$ cat config.mk
export PLATFORM = sky130hd
export DESIGN_NAME = div_clk_meter
export DESIGN_NICKNAME = d
export VERILOG_FILES = /design/src/rtl/div_meas_pkg.sv /design/src/rtl/div_clk_meter_sync_rise_det.sv /design/src/rtl/div_clk_meter.sv
export SDC_FILE = /design/constraint.sdc
export NUM_CORES = 1
export LEC_CHECK = 0
export BUFFER_PORTS_ARGS = -buffer_cell sky130_fd_sc_hd__buf_2
export CORE_MARGIN = 1.5
export CORE_UTILIZATION = 25
export CTS_CLUSTER_SIZE = 28
export DETAILED_ROUTE_END_ITERATION = 8
export RECOVER_POWER = 100
export SYNTH_ARGS = -nofsm -noshare
export SYNTH_HDL_FRONTEND = slang
export SYNTH_SLANG_ARGS = --single-unit
export TNS_END_PERCENT = 10
$ cat constraint.sdc
create_clock -name clk -period 2.1 [get_ports clk]
set_input_delay 0 -clock clk [delete_from_list [all_inputs] [get_ports clk]]
set_output_delay 0 -clock clk [all_outputs]
set_load 0.01 [all_outputs]
$ cat src/rtl/div_meas_pkg.sv
// Shared types and default sizing for the divided-clock period/high-time meter.
package div_meas_pkg;

  localparam int unsigned DEF_CNT_W       = 8;
  localparam int unsigned DEF_SYNC_STAGES = 2;
  localparam int unsigned DEF_TIMEOUT     = 255;

  typedef enum logic [1:0] {
    IDLE = 2'd0,
    ARM  = 2'd1,
    MEAS = 2'd2
  } meas_state_t;

endpackage

$ cat src/rtl/div_clk_meter_sync_rise_det.sv
// Synchronizer chain for the asynchronous divided clock plus a delay flop
// that turns the synchronized level into a single-cycle rising-edge strobe.
module sync_rise_det
  import div_meas_pkg::*;
#(
  parameter int unsigned SYNC_STAGES = DEF_SYNC_STAGES
) (
  input  logic clk,
  input  logic rst,
  input  logic div_clk_in,
  output logic sync_out,
  output logic rise
);

  logic [SYNC_STAGES-1:0] sync_q;
  logic                   dly_q;

  // Shift the raw input through the synchronizer, then delay one more cycle.
  always_ff @(posedge clk or posedge rst) begin
    if (rst) begin
      sync_q <= '0;
      dly_q  <= 1'b0;
    end else begin
      sync_q <= {sync_q[SYNC_STAGES-2:0], div_clk_in};
      dly_q  <= sync_q[SYNC_STAGES-1];
    end
  end

  // Rising edge is the synchronized level high while its delayed copy is low.
  always_comb begin
    sync_out = sync_q[SYNC_STAGES-1];
    rise     = sync_q[SYNC_STAGES-1] & ~dly_q;
  end

endmodule

$ cat src/rtl/div_clk_meter.sv
// Measures period and high time of a divided clock in source-clock cycles,
// reporting once per period, and flags a missing edge after TIMEOUT cycles.
module div_clk_meter
  import div_meas_pkg::*;
#(
  parameter int unsigned CNT_W       = DEF_CNT_W,
  parameter int unsigned SYNC_STAGES = DEF_SYNC_STAGES,
  parameter int unsigned TIMEOUT     = DEF_TIMEOUT
) (
  input  logic             clk,
  input  logic             rst,
  input  logic             enable,
  input  logic             div_clk_in,
  output logic [CNT_W-1:0] period,
  output logic [CNT_W-1:0] high_time,
  output logic             meas_valid,
  output logic             no_edge
);

  localparam logic [CNT_W-1:0] TIMEOUT_CNT = CNT_W'(TIMEOUT);
  localparam logic [CNT_W-1:0] ONE_CNT     = CNT_W'(1);

  logic             sync_out;
  logic             rise;
  meas_state_t      state;
  meas_state_t      state_nxt;
  logic [CNT_W-1:0] cnt;
  logic [CNT_W-1:0] hi_cnt;
  logic             report;
  logic             restart;
  logic             timeout_hit;
  logic             count_en;

  sync_rise_det #(
    .SYNC_STAGES(SYNC_STAGES)
  ) u_sync_rise_det (
    .clk        (clk),
    .rst        (rst),
    .div_clk_in (div_clk_in),
    .sync_out   (sync_out),
    .rise       (rise)
  );

  // State register.
  always_ff @(posedge clk or posedge rst) begin
    if (rst) begin
      state <= IDLE;
    end else begin
      state <= state_nxt;
    end
  end

  // Next state: enable low overrides everything; a rise beats the timeout.
  always_comb begin
    state_nxt = state;
    if (!enable) begin
      state_nxt = IDLE;
    end else begin
      case (state)
        IDLE:    state_nxt = ARM;
        ARM:     state_nxt = rise ? MEAS : ARM;
        MEAS: begin
          if (!rise && (cnt == TIMEOUT_CNT)) begin
            state_nxt = ARM;
          end else begin
            state_nxt = MEAS;
          end
        end
        default: state_nxt = IDLE;
      endcase
    end
  end

  // Per-cycle control decoded from state, enable and the edge strobe.
  always_comb begin
    report      = enable && (state == MEAS) && rise;
    restart     = enable && (state == ARM) && rise;
    timeout_hit = enable && (state == MEAS) && !rise && (cnt == TIMEOUT_CNT);
    count_en    = enable && (state == MEAS) && !rise && (cnt != TIMEOUT_CNT);
  end

  // Period and high-time counters; cnt is capped by the timeout so never wraps.
  always_ff @(posedge clk or posedge rst) begin
    if (rst) begin
      cnt    <= '0;
      hi_cnt <= '0;
    end else if (!enable || (state == IDLE)) begin
      cnt    <= '0;
      hi_cnt <= '0;
    end else if (report || restart) begin
      // The rise cycle itself is the first sample of the new period and is high.
      cnt    <= ONE_CNT;
      hi_cnt <= ONE_CNT;
    end else if (timeout_hit) begin
      cnt    <= '0;
      hi_cnt <= '0;
    end else if (count_en) begin
      cnt <= cnt + ONE_CNT;
      if (sync_out) begin
        hi_cnt <= hi_cnt + ONE_CNT;
      end
    end
  end

  // Reported results, valid strobe and the sticky missing-edge flag.
  always_ff @(posedge clk or posedge rst) begin
    if (rst) begin
      period     <= '0;
      high_time  <= '0;
      meas_valid <= 1'b0;
      no_edge    <= 1'b0;
    end else begin
      meas_valid <= report;
      if (report) begin
        period    <= cnt;
        high_time <= hi_cnt;
      end
      if (!enable || report) begin
        no_edge <= 1'b0;
      end else if (timeout_hit) begin
        no_edge <= 1'b1;
      end
    end
  end

endmodule
==> summary by stage <==
Worst setup path
Of all nets on the critical path, the largest fanout is 12. At the worst endpoint, the required time is 2.30 ns. The sort of element at the end of the critical path is a flip-flop. Traced cell by cell, the critical path runs through nand3b_4 -> nand3b_1 -> or4b_1 -> a221oi_1.

The critical path is of the flip-flop to flip-flop type. The register-to-register path setup slack is between 0.2 and 0.25 ns. The arrival time of data at the critical path endpoint is roughly 2 ns. The category of the worst setup path launch point is a flip-flop.

The largest individual stage delay along the critical path comes from the cell dfrtp_1. The delay of the slowest cell on the worst path is 0.60 ns.

Drt
The number of remaining DRC errors is 0. The total via count after detailed routing is 1,317. In the routed layout, each cell is associated on average with a via count of 4.57. The final antenna-violating net count is 0. For this block, the initial DRC count from the detailed router was 82.

The first TritonRoute pass finished after 4 iterations. Dividing the detail-routed wire length by the instance count gives roughly 13 um. The final routed wirelength across all metal layers is 3860 um.

Clock network
The master cell of the clock root buffer is clkbuf_8. The number of H-tree branching levels is 2. The number of clock buffers added by TritonCTS is 5.

The CTS tree is done. The latest clock arrival within the worst-skew pair is 0.29 ns. The number of buffers between clock root and the deepest sink is 2. The number of post-CTS setup repair buffers is 0. For this design, the sink count on the clock tree is 39. Clock-pin slew was measured on the worst setup and hold paths at 0.08 ns.

STA
The number of failing setup endpoints in the final timing report is 0. At the pin with the least slew margin, the transition time is 0.973 ns. The accumulated negative setup slack is 0 ns. The count of final max-slew check failures is 0. The final worst slack is 0.237 ns.

The worst path uses roughly nine tenths of the clock period. The count of final hold-check violations is 0. Setup repair after global routing left no endpoint under its margin. The worst hold slack is around 0.078 ns.

The worst relative slew slack is 35.1%. Derived from the worst setup path, the maximum achievable clock frequency is 537 MHz. For the final database, setup skew stands at 0.00893 ns. The worst path in the final design needs a cycle of 1.86 ns, including I/O delays and setup.

Yosys
During synthesis, Yosys emitted a total of 0 warnings. Among all flip-flop cells after synthesis, the most frequent one is dfrtp_1. By area the synthesized netlist is led by dfrtp_1 54%, mux2_1 6.2%, mux2_2 4.3%, xnor2_1 3.4%, nor2_1 3.3%. The cell area after synthesis is 1820 um^2. The number of different library cells used by synthesis comes to 45. The gate count after technology mapping is 162. The number of synthesized flops with an enable pin is 0. The top cell type by area accounts for 53.6% of the synthesized area. The average cell area after synthesis is 11.2 um^2. The net count of the mapped netlist is approximately 170. The cell accounting for the most synthesized area is dfrtp_1.

The fraction of registers with async set/reset is 100%. After synthesis the netlist holds a flip-flop and latch count of 39. Sequential cells were found to cover 53.6% of the synthesized design area.

Global routing
The first global-routing pass estimated 6350 um of wire. The initial antenna violation count is 0. Entering global routing, the biggest net connects 40 pins. The global-route usage over all layers is 10.9%. The final global-route overflow total is 0.

The via count of the first global-routing pass is 1,268.

Final layout
The utilization after layout is a little over 30%. The area overhead of the layout relative to synthesis is 17.7%. The post-layout net count is 198. The post-route netlist has 13.0% of its cells at a drive strength greater than 1. The number of inserted diodes is 0.

Die
The area of the core is 6910 um^2. The number of placed I/O pins is 22. The die area is approximately 8000 um^2. The initial utilization of the core area, before any placement, comes to 26.4%. The floorplan step set the die width to 88.4 um. The row count is 30. Measured along the y axis, the die boundary spans 88.4 um.

Pwr
The ratio of total power to cell area is 688 nW/um^2. The worst voltage drop across the vdd grid is 324 uV. Power comes to ~1.5 mW. The analysis attributes to cell leakage a power of about 0.9 nW.

Status
The flow ran to the end, and the final reports show no timing, DRC or antenna violations.

Placed design
The post-place setup slack is 0.257 ns. The estimated wirelength of the detail-placed design is 2670 um. The final RePlAce weighted congestion is 0.907. The count of input and output buffers is 21.

Worst hold path
The tightest min-delay check is of the input pin to flip-flop type.

Run
Across the run, the number of max-cap violations was 0.
-- logic make-up (layout without fill, tap and decap cells) --
group                      Yosys count  in the layout  synth area share, %
AOI/OAI and AO/OA                   28             28                 11.0
xor gates and xnor gates             8              8                 3.85
adders and majority gates            2              2                 1.37
buffers and inverters               13             43                 3.09
DFF                                 39             39                 53.6
muxes                               18             18                 11.1
and+or+nand+nor                     54             54                 16.1
-- through the flow --
| step | instance area [um^2] | cells |
|---|---|---|
| 3_3_place_gp | 2060 | 279 |
| 3_5_place_dp | 2060 | 279 |
| 4_1_cts | 2190 | 288 |
| 6_report | 2140 | 288 |
| 5_1_grt | 2140 | 288 |
| 2_1_floorplan | 1820 | 162 |
-- final timing paths --
check | from | end | cells past startpoint
worst max-delay path | state[1] | cnt[7] | 4
worst min-delay path | enable | cnt[0] | 2
worst max register to register | state[1] | cnt[7] | 4
worst min register to register | u_sync_rise_det.sync_q[0] | u_sync_rise_det.sync_q[1] | 0
max in group asynchronous | rst | period[7] | 4
min in group asynchronous | rst | u_sync_rise_det.sync_q[1] | 4
-- state kept, by name (all words and copies together), names as in the netlist, 2 cells and up --
register / count
cnt: 8
hi_cnt: 8
high_time: 8
period: 8
state: 2
u_sync_rise_det.sync_q: 2
-- final cells by class --
class                      count  area, um^2
inverter                       7        26.3
timing repair buffer          29         139
tap                           96         120
multi-input combinational    110         776
fill                         759        4760
clock buffer                   5        68.8
clock inverter                 2        37.5
sequential                    39         976
-- Yosys cell counts (all sizes together), types with 2 or more instances --
library cell and number:
and2 2, nor3 5, o21ai 7, a31oi 3
ha 2, clkbuf 4, nor4 2, a21oi 4
nand2b 2, a211oi 2, mux2 17, and3 3
nand2 9, dfrtp 39, nor2 17, buf 2
inv 7, nand4 3, nand3 3, nor2b 3
xnor2 7, nand3b 2
-- worst max-delay path: cells and delay by family (launching register included) --
kind               cells  cell delay [ns]
and+or+nand+nor        3             0.90
AOI/OAI and AO/OA      1             0.27
DFF                    1             0.60
-- what timing repair did --
action,in CTS,in global routing
resized for setup,0,0
hold endpoints to repair,40,0
endpoints found under the setup margin,0,0
hold buffers,2,0
-- power by group --
group	switching (mW)	total (mW)	internal, mW	leakage (nW)
combinational	0.0575	0.0882	0.0307	0.340
sequential	0.0134	0.775	0.762	0.534
clock	0.265	0.612	0.347	0.0502
-- cell usage in the layout, fill, tap and decap left out, types with 4 or more instances in the layout --
master	count
mux2_2	7
a21oi_1	4
nor3_1	5
dfrtp_1	39
clkbuf_8	5
nand2_1	9
inv_1	6
clkbuf_1	19
xnor2_1	7
nor2_1	17
mux2_1	10
-- metal layers --
layer  GRT usage, %  vias up  wire (um)
met4           5.68        0         97
met1           14.9      637       1890
met5              0        -          0
met3           3.17       11        182
li1               -      638          -
met2           15.8       31       1690
(Power assumes the default switching activity.)
